<file path="src/rtl/sine_seq_pkg.sv">
// Shared constants and types for the sine tone sequencer.
// Holds the sweep note table, phase count and the FSM state encoding.
package sine_seq_pkg;

    // Sweep table, index 0 in the low slice: {40,36,32,30,27,24,21,20}.
    localparam logic [7:0][11:0] NOTE_TABLE = {
        12'd20, 12'd21, 12'd24, 12'd27,
        12'd30, 12'd32, 12'd36, 12'd40
    };

    localparam int PHASES = 36;

    typedef enum logic [1:0] {
        IDLE,
        LOAD,
        RUN,
        DRAIN
    } seq_state_e;

endpackage

</file>
<file path="src/rtl/sine_seq_if.sv">
// Control/status bundle between a host and the sine tone sequencer.
// master: start, stop, mode, fixed_n, step_dur out; n_out, n_update,
// pwm_en, busy, step_idx in. slave is the mirror image.
interface sine_seq_if #(
    parameter int DUR_W = 16
);
    logic             start;
    logic             stop;
    logic             mode;
    logic [11:0]      fixed_n;
    logic [DUR_W-1:0] step_dur;
    logic [11:0]      n_out;
    logic             n_update;
    logic             pwm_en;
    logic             busy;
    logic [2:0]       step_idx;

    modport master (
        output start, stop, mode, fixed_n, step_dur,
        input  n_out, n_update, pwm_en, busy, step_idx
    );

    modport slave (
        input  start, stop, mode, fixed_n, step_dur,
        output n_out, n_update, pwm_en, busy, step_idx
    );
endinterface

</file>
<file path="src/rtl/sine_period_timer.sv">
// Tick / interval / phase counters measuring one sine period.
// In: clk, rst, clear (holds all counters at 0), n (interval length).
// Out: pwm_tick (last clock of a PWM period), period_done (phase 35->0).
module sine_period_timer
    import sine_seq_pkg::*;
#(
    parameter int R = 6
) (
    input  logic        clk,
    input  logic        rst,
    input  logic        clear,
    input  logic [11:0] n,
    output logic        pwm_tick,
    output logic        period_done
);

    logic [R-1:0] tick_q, tick_d;
    logic [11:0]  ivl_q, ivl_d;
    logic [5:0]   ph_q, ph_d;
    logic         ivl_end;
    logic         ph_end;

    assign pwm_tick    = !clear && (tick_q == {R{1'b1}});
    assign ivl_end     = (ivl_q == n - 12'd1);
    assign ph_end      = (ph_q == 6'(PHASES - 1));
    assign period_done = pwm_tick && ivl_end && ph_end;

    always_comb begin
        tick_d = tick_q + R'(1);
        ivl_d  = ivl_q;
        ph_d   = ph_q;
        if (pwm_tick) begin
            if (ivl_end) begin
                ivl_d = '0;
                ph_d  = ph_end ? 6'd0 : ph_q + 6'd1;
            end else begin
                ivl_d = ivl_q + 12'd1;
            end
        end
        if (clear) begin
            tick_d = '0;
            ivl_d  = '0;
            ph_d   = '0;
        end
    end

    always_ff @(posedge clk) begin
        if (rst) begin
            tick_q <= '0;
            ivl_q  <= '0;
            ph_q   <= '0;
        end else begin
            tick_q <= tick_d;
            ivl_q  <= ivl_d;
            ph_q   <= ph_d;
        end
    end

endmodule

</file>
<file path="src/rtl/sine_tone_sequencer.sv">
// Sequences N for the 36-phase sine PWM generator: fixed or table sweep,
// each N held for step_dur whole periods, changed only on period edges.
// Ports: clk, rst (sync, active high), bus (sine_seq_if slave).
module sine_tone_sequencer
    import sine_seq_pkg::*;
#(
    parameter int R      = 6,
    parameter int NSTEPS = 8,
    parameter int DUR_W  = 16
) (
    input  logic      clk,
    input  logic      rst,
    sine_seq_if.slave bus
);

    localparam logic [2:0] IDX_MASK = 3'(NSTEPS - 1);

    seq_state_e       state_q, state_d;
    logic [11:0]      n_q, n_d;
    logic             upd_q, upd_d;
    logic             en_q, en_d;
    logic             mode_q, mode_d;
    logic [2:0]       idx_q, idx_d;
    logic [DUR_W-1:0] dur_q, dur_d;
    logic [DUR_W-1:0] per_q, per_d;
    logic [11:0]      n_sel;
    logic             tmr_clr;
    logic             pwm_tick;
    logic             period_done;
    logic             step_end;

    // Counters sit at zero until the first RUN cycle after LOAD.
    assign tmr_clr  = (state_q == IDLE) || (state_q == LOAD);
    assign n_sel    = bus.mode ? NOTE_TABLE[idx_q] : bus.fixed_n;
    assign step_end = period_done && (per_q == dur_q - DUR_W'(1));

    sine_period_timer #(
        .R(R)
    ) u_timer (
        .clk         (clk),
        .rst         (rst),
        .clear       (tmr_clr),
        .n           (n_q),
        .pwm_tick    (pwm_tick),
        .period_done (period_done)
    );

    always_comb begin
        state_d = state_q;
        n_d     = n_q;
        upd_d   = 1'b0;
        en_d    = en_q;
        mode_d  = mode_q;
        idx_d   = idx_q;
        dur_d   = dur_q;
        per_d   = per_q;
        // period_done can only fire in RUN/DRAIN (timer cleared otherwise)
        if (period_done) begin
            per_d = step_end ? '0 : per_q + DUR_W'(1);
        end
        unique case (state_q)
            IDLE: begin
                if (bus.start && !bus.stop) begin
                    state_d = LOAD;
                    idx_d   = '0;
                end
            end
            LOAD: begin
                n_d     = (n_sel == 12'd0) ? 12'd1 : n_sel;
                dur_d   = (bus.step_dur == '0) ? DUR_W'(1) : bus.step_dur;
                mode_d  = bus.mode;
                upd_d   = 1'b1;
                en_d    = 1'b1;
                per_d   = '0;
                state_d = bus.stop ? DRAIN : RUN;
            end
            RUN: begin
                if (bus.stop) begin
                    state_d = DRAIN;
                end else if (step_end && mode_q) begin
                    idx_d   = (idx_q + 3'd1) & IDX_MASK;
                    state_d = LOAD;
                end
            end
            DRAIN: begin
                if (period_done) begin
                    state_d = IDLE;
                    en_d    = 1'b0;
                end
            end
            default: ;
        endcase
    end

    always_ff @(posedge clk) begin
        if (rst) begin
            state_q <= IDLE;
            n_q     <= NOTE_TABLE[0];
            upd_q   <= 1'b0;
            en_q    <= 1'b0;
            mode_q  <= 1'b0;
            idx_q   <= '0;
            dur_q   <= DUR_W'(1);
            per_q   <= '0;
        end else begin
            state_q <= state_d;
            n_q     <= n_d;
            upd_q   <= upd_d;
            en_q    <= en_d;
            mode_q  <= mode_d;
            idx_q   <= idx_d;
            dur_q   <= dur_d;
            per_q   <= per_d;
        end
    end

    assign bus.n_out    = n_q;
    assign bus.n_update = upd_q;
    assign bus.pwm_en   = en_q;
    assign bus.busy     = (state_q != IDLE);
    assign bus.step_idx = idx_q;

endmodule

</file>
<file path="src/flat_wrapper.sv">
// flat-port wrapper written by rule: the top's interface ports become plain ports
module sine_tone_sequencer_flat import sine_seq_pkg::*;
#(
    parameter int R      = 6,
    parameter int NSTEPS = 8,
    parameter int DUR_W  = 16
)
  (clk, rst, bus_start, bus_stop, bus_mode, bus_fixed_n, bus_step_dur, bus_n_out, bus_n_update, bus_pwm_en, bus_busy, bus_step_idx);
  sine_seq_if #(.DUR_W(DUR_W)) bus_i ();
  input  logic clk;
  input  logic rst;
  input wire logic [$bits(bus_i.start)-1:0] bus_start;
  input wire logic [$bits(bus_i.stop)-1:0] bus_stop;
  input wire logic [$bits(bus_i.mode)-1:0] bus_mode;
  input wire logic [$bits(bus_i.fixed_n)-1:0] bus_fixed_n;
  input wire logic [$bits(bus_i.step_dur)-1:0] bus_step_dur;
  output wire logic [$bits(bus_i.n_out)-1:0] bus_n_out;
  output wire logic [$bits(bus_i.n_update)-1:0] bus_n_update;
  output wire logic [$bits(bus_i.pwm_en)-1:0] bus_pwm_en;
  output wire logic [$bits(bus_i.busy)-1:0] bus_busy;
  output wire logic [$bits(bus_i.step_idx)-1:0] bus_step_idx;
  assign bus_i.start = bus_start;
  assign bus_i.stop = bus_stop;
  assign bus_i.mode = bus_mode;
  assign bus_i.fixed_n = bus_fixed_n;
  assign bus_i.step_dur = bus_step_dur;
  assign bus_n_out = bus_i.n_out;
  assign bus_n_update = bus_i.n_update;
  assign bus_pwm_en = bus_i.pwm_en;
  assign bus_busy = bus_i.busy;
  assign bus_step_idx = bus_i.step_idx;
  sine_tone_sequencer #(.R(R), .NSTEPS(NSTEPS), .DUR_W(DUR_W)) u_core (.clk(clk), .rst(rst), .bus(bus_i));
endmodule
</file>
<file path="config.mk">
export PLATFORM = sky130hd
export DESIGN_NAME = sine_tone_sequencer_flat
export DESIGN_NICKNAME = d
export VERILOG_FILES = /design/src/rtl/sine_seq_pkg.sv /design/src/rtl/sine_seq_if.sv /design/src/rtl/sine_period_timer.sv /design/src/rtl/sine_tone_sequencer.sv /design/src/flat_wrapper.sv
export SDC_FILE = /design/constraint.sdc
export NUM_CORES = 1
export LEC_CHECK = 0
export ABC_AREA = 1
export BUFFER_PORTS_ARGS = -buffer_cell sky130_fd_sc_hd__buf_2
export CORE_MARGIN = 3
export CORE_UTILIZATION = 55
export CTS_CLUSTER_SIZE = 25
export DETAILED_ROUTE_END_ITERATION = 10
export PLACE_DENSITY = 0.75
export SYNTH_ARGS = -nofsm -noshare
export SYNTH_HDL_FRONTEND = slang
export SYNTH_SLANG_ARGS = --single-unit
</file>
<file path="constraint.sdc">
create_clock -name clk -period 3.3 [get_ports clk]
set_input_delay 0.66 -clock clk [delete_from_list [all_inputs] [get_ports clk]]
set_output_delay 0.66 -clock clk [all_outputs]
set_load 0.03 [all_outputs]
</file>
# Yosys cells after proc, flatten, opt, wreduce, memory -nomap -nowiden
# Memory sizes are Yosys's and may differ from the RTL's. A register that Yosys moved wholly into a read port is not among the register bits.
# Index checks and enable logic that the tools add are counted.
[op_classes] eq_ne=12 reduce_logical=21 muxes=22 n_lt_le_gt_ge=1 add_sub_neg=7
[ops] cell="$mux W12" count=4
[ops] cell="$mux W16" count=2
[ops] cell="$add A16 B1 Y16 const B" count=1
[ops] cell="$eq A16 B16 Y1" count=1
[ops] cell="$logic_not A16 Y1" count=1
[ops] cell="$sub A16 B1 Y16 const B" count=1
[ops] cell="$mux W3" count=5
[ops] cell="$add A12 B1 Y12 const B" count=1
[ops] cell="$add A6 B1 Y6 const B" count=2
[ops] cell="$eq A12 B12 Y1" count=1
[ops] cell="$eq A6 B6 Y1 const B" count=2
[ops] cell="$logic_not A12 Y1" count=1
[ops] cell="$sub A12 B1 Y12 const B" count=1
[ops] cell="$mux W2" count=4
[ops] cell="$pmux W2 S4" count=1
[ops] cell="$logic_and A1 B1 Y1" count=6
[ops] cell="$mux W6" count=1
[ops] cell="$pmux W3 S2" count=1
[ops] cell="$reduce_bool A2 Y1" count=3
[ops] cell="$eq A2 B2 Y1 const B" count=2
[ops] cell="$lt A3 B4 Y1 const B" count=1
[ops] cell="$ne A2 B1 Y1 const B" count=2
[ops] cell="$ne A2 B2 Y1 const B" count=2
[ops] cell="$reduce_and A2 Y1" count=2
[ops] cell="other kinds (11)" count=15
[word_totals] register_bits=76 word_cells=75 mem_count=1 input_bits=33 mem_bits_ro=96 out_inout_bits=18
[memory_table] name="(name not given)" words=8 word_bits=12 rd=1 rd_clocked_by_memory_dff=1 wr=0 line="sine_tone_sequencer.sv:34" rtl="assign n_sel = bus.mode ? NOTE_TABLE[idx_q] : bus.fixed_n;"

# Longest topological paths before layout
[depth] word_depth=13 mapped_depth=23 ltp_nobuf=23

# Hierarchy
# Synthesis repeated with hierarchy kept, for this count alone.
[hier_totals] cells_unflattened=729 hier_area_um2=4954.8
[modules_own_cells] mod="sine_tone_sequencer" area_each_um2=3036.7 cells_each=436 n_inst=1 seq_area_each_um2=1161.1
[modules_own_cells] mod="sine_period_timer" area_each_um2=1918.1 cells_each=293 n_inst=1 seq_area_each_um2=480.5

# Worst setup path after synthesis
# No wires, ideal clock.
[synth_timing] path_kind="flip-flop to flip-flop" start="register u_core.n_q[0] (netlist: u_core.bus.n_out[0])" end="register with a tool-made name" arrival_time_ns=2.493 path_slack_ns=0.693 stages_incl_launch_ff=20 required_time_ns=3.186 n_path_buf=0 synth_period_minus_slack_ns=2.607 setup_time_ns=0.114 cell_sequence="dfxtp_1 -> inv_2 -> ha_1 -> xor2_1 -> nand3_1 -> nor2_1 -> nand2_1 -> nor2_2 -> nand4_4 -> nor2_4 -> nand2_2 -> nand2_4 -> nand2_4 -> nand2_1 -> nand2_1 -> nor2_2 -> inv_2 -> ha_1 -> nand3_1 -> nand2_1"
[synth_lines] element="from (decl)" line="sine_tone_sequencer.sv:19" rtl="logic [11:0] n_q, n_d;"
[synth_lines] element="from (signal assigned)" line="sine_tone_sequencer.sv:98" rtl="n_q <= NOTE_TABLE[0];"
[synth_lines] element="from (signal assigned)" line="sine_tone_sequencer.sv:107" rtl="n_q <= n_d;"

==> impl_results.md <==
- Run status: complete, no violations
- CTS Sinks: 82
- Site Rows: 33
- Area Overhead vs Synth: 11.4%
- YS warnings: 0
- Largest net degree at the start of global routing: 27
- Die W: ~100 um
- Clock buffer depth: 2
- P_leak: 2.44 nW
- Post-DR vias/cell: 5.37
- Final ANT Viol Nets: 0
- Area contributors post-synth: dfxtp_1 34%, nand2_1 11%, inv_1 6.5%
- Crit path top cell by count: nand2_1
- Cell family with most CP delay: simple AND/OR/NAND/NOR gates
- CP Max Fanout: 5
- Worst hold path class: flop to flop
- Final Hold Vio Count: 0
- Port-buffer cells: 50
- Mapped Nets: 738
- Worst path slowest cell: dfxtp_1
- Dpl hpwl: 8970 um
- Starting Density: between 50 and 60%
- Netlist cell types: 45
- Gate power share: 26.8%
- Hold buffers post-CTS: 0
- Die H: 99.8 um
- Sw Pwr: 0.000875 W
- Seq pwr share: about 44%
- Startpoint types: flop
- Post-synthesis register bit count: approximately 80
- Initial DRC count: ~240
- Final setup vio count: 0
- Filler cells: roughly 780
- Clk root buf: clkbuf_8
- Layout Cells excl Fill: 858
- P per Cell Area: 463 mW/mm2
- I/O pin count: 51
- Seq/Total Area, Yosys: 33.9%
- CTS H-tree lvls: 3
- Worst IR Drop VDD: 0.308 mV
- Top cell type by total area after synthesis: dfxtp_1
- Relative slew slack: 58.6%
- Crit path DAT: 2.97 ns
- First-pass GRT wire length: a little under 20000 um
- Net Sw Frac: a little over a third
- Routed via count: ~4600
- All-Layer GR Usage: roughly a quarter
- # diodes: 0
- Critical Path Sink Type: flop
- Fin crit share: 82.5%
- CTS Buf Count: 9
- Worst-path cell chain: inv_1 -> ha_1 -> nand2_1 -> nor2_1 -> nand2_1 -> nand2_1 -> nand2_1 -> nand2_1 -> nand2_1 -> nor2_4 -> nand4_4 -> nor2_4 -> nand2_2 -> nand2_4 -> nand2_4 -> nand2_1 -> nand2_1 -> nor2_2 -> inv_2 -> ha_1 -> nand3_1 -> nand2_1
- Max-cap violation count: 0
- Async SR Flop Fraction: 0%
- Proportion of layout cells with a drive suffix above 1: 14.9%
- Setup bufs post-CTS: 0
- Final Skew: 0.00978 ns
- Skew-Pair Late Insertion Delay: 0.35 ns
- GRT Residual Overflow: 0
- Gpl congestion: 0.987
- Die ar.: 0.00996 mm2
- Worst-Margin Slew: about 0.62 ns
- Area share of the largest cell type after synthesis: 33.9%
- WL per Instance: between 10 and 15 um
- Internal power: around 0.0016 W
- CP peak stage delay: approximately 0.34 ns
- Fin. max-slew vios: 0
- Core footprint: ~0.0084 mm2
- Worst Path Required: 3.55 ns
- CTS resizes: 0
- Synthesized area: 0.00484 mm2
- # placed instances: roughly 840
- Final #Nets: 790
- Max frequency: about 370 MHz
- Clock-pin slew on the worst setup and hold paths: 0.09 ns
- # DRC: 0
- Post-synth EDFFs: 0
- DRT Pass-1 Iters: 5
- Setup TNS Final: 0 ns
- Final Critical Period: 2.72 ns
- Setup Crit Path Kind: flop to flop
- Commonest cells post-synth: 148 x nand2_1, 84 x inv_1, 82 x dfxtp_1
- WP buf/inv: 2
- Synth Instances: 696
- Initial antenna violation count: 0
- Routed WL: 11400 um
- Vias in the first global route: 4344
- Clock Power Share: 28.9%
- CTS tree: done
- Avg Inst Size Synth: 6.95 um2
- Top_reg_cell synth: dfxtp_1
- RSZ-0062 raised after global routing: no
- Most frequent cell after synthesis: nand2_1
==> kinds of logic (layout without fill, tap and decap cells) <==
kind of cell,count (synthesis),in the layout,synth area share [%]
compound gates,81,81,10.1
fa+ha+maj,9,9,2.33
mux,5,5,1.03
buf+inv,107,164,8.35
simple gates,371,371,36.9
flops,82,82,33.9
xor+xnor,41,41,7.42
==> state kept, by name (all words and copies together), names as in the netlist, named ones only <==
name / flops
u_core.bus.n_update: 1
u_core.bus.n_out: 12
u_core.u_timer.ivl_q: 12
u_core.bus.step_idx: 3
u_core.dur_q: 16
u_core.u_timer.ph_q: 6
u_core.state_q: 2
u_core.per_q: 16
u_core.mode_q: 1
u_core.u_timer.tick_q: 6
u_core.bus.pwm_en: 1
==> worst paths after layout <==
kind                                          startpoint                        to  slack, ns  depth (start not counted)
worst max-delay path                 u_core.bus.n_out[1]                      flop       0.58                         22
worst min-delay path            u_core.u_timer.tick_q[0]  u_core.u_timer.tick_q[0]       0.46                          1
worst max register to register       u_core.bus.n_out[1]                      flop       0.58                         22
worst min register to register  u_core.u_timer.tick_q[0]  u_core.u_timer.tick_q[0]       0.46                          1
==> layout by cell type, fill, tap and decap left out, drive strengths merged, types with 2 or more instances in the layout <==
cell / netlist / routed
ha: 9 / 9
o2111ai: 2 / 2
nor3: 13 / 13
nand2: 159 / 159
nor4: 6 / 6
a21oi: 25 / 25
dfxtp: 82 / 82
xnor2: 19 / 19
mux2i: 5 / 5
o21ai: 24 / 24
xor2: 22 / 22
clkinv: 3 / 8
nor2: 95 / 95
inv: 92 / 92
o22ai: 12 / 12
nand3b: 11 / 11
a31oi: 3 / 3
o21a: 5 / 5
a32o: 3 / 3
buf: 1 / 53
a22oi: 2 / 2
clkbuf: 11 / 9
nor3b: 4 / 4
nand3: 59 / 59
or2: 2 / 2
nand4: 16 / 16
and3: 5 / 5
==> layer usage <==
metal / vias to the layer above / routed length, um / track usage [%]
met4: 0 / 143 / 6.93
met3: 14 / 733 / 3.68
met1: 2068 / 5660 / 34.3
met2: 148 / 4860 / 36.8
li1: 2376 / - / -
met5: - / 0 / 0
==> stage by stage <==
stage	power (W)	cell area (um2)	setup WS, ns	hold WS (ns)	util [%]
after floorplan	0.00162	4840	0.693	0.418	-
after global placement	0.00177	5190	0.707	0.428	62.0
after detailed placement	0.00179	5190	0.588	0.439	62.0
after CTS	0.00250	5390	0.566	0.455	64.3
after global routing	0.00264	5390	0.204	0.500	64.3
final	0.00249	5390	0.578	0.462	64.3
==> power by group through the flow <==
stage	Clock [W]	Combinational (W)	Sequential [W]
after detailed placement	0	0.000658	0.00113
after CTS	0.000732	0.000661	0.00111
after global routing	0.000775	0.000752	0.00112
after global placement	0	0.000642	0.00113
final	0.000720	0.000667	0.00111
after floorplan	0	0.000467	0.00115
==> final cells by class <==
class	count	area, um2	share of cell area (%)
inverters	95	357	6.62
clock buffers	9	124	2.30
clock inverters	7	70.1	1.30
multi-input cells	507	2790	51.8
flip-flops and latches	82	1640	30.5
well taps	105	131	2.44
repair buffers	53	273	5.06
==> worst reg2reg max path, stage by stage (launching register included) <==
cell and delay, ns:
dfxtp_1 0.34, inv_1 0.09, ha_1 0.20, nand2_1 0.10, nor2_1 0.18, nand2_1 0.07
nand2_1 0.08, nand2_1 0.06, nand2_1 0.08, nand2_1 0.09, nor2_4 0.13, nand4_4 0.15
nor2_4 0.15, nand2_2 0.08, nand2_4 0.09, nand2_4 0.06, nand2_1 0.07, nand2_1 0.10
nor2_2 0.14, inv_2 0.04, ha_1 0.18, nand3_1 0.08, nand2_1 0.06
No activity file was read; power rests on OpenSTA's default activity.
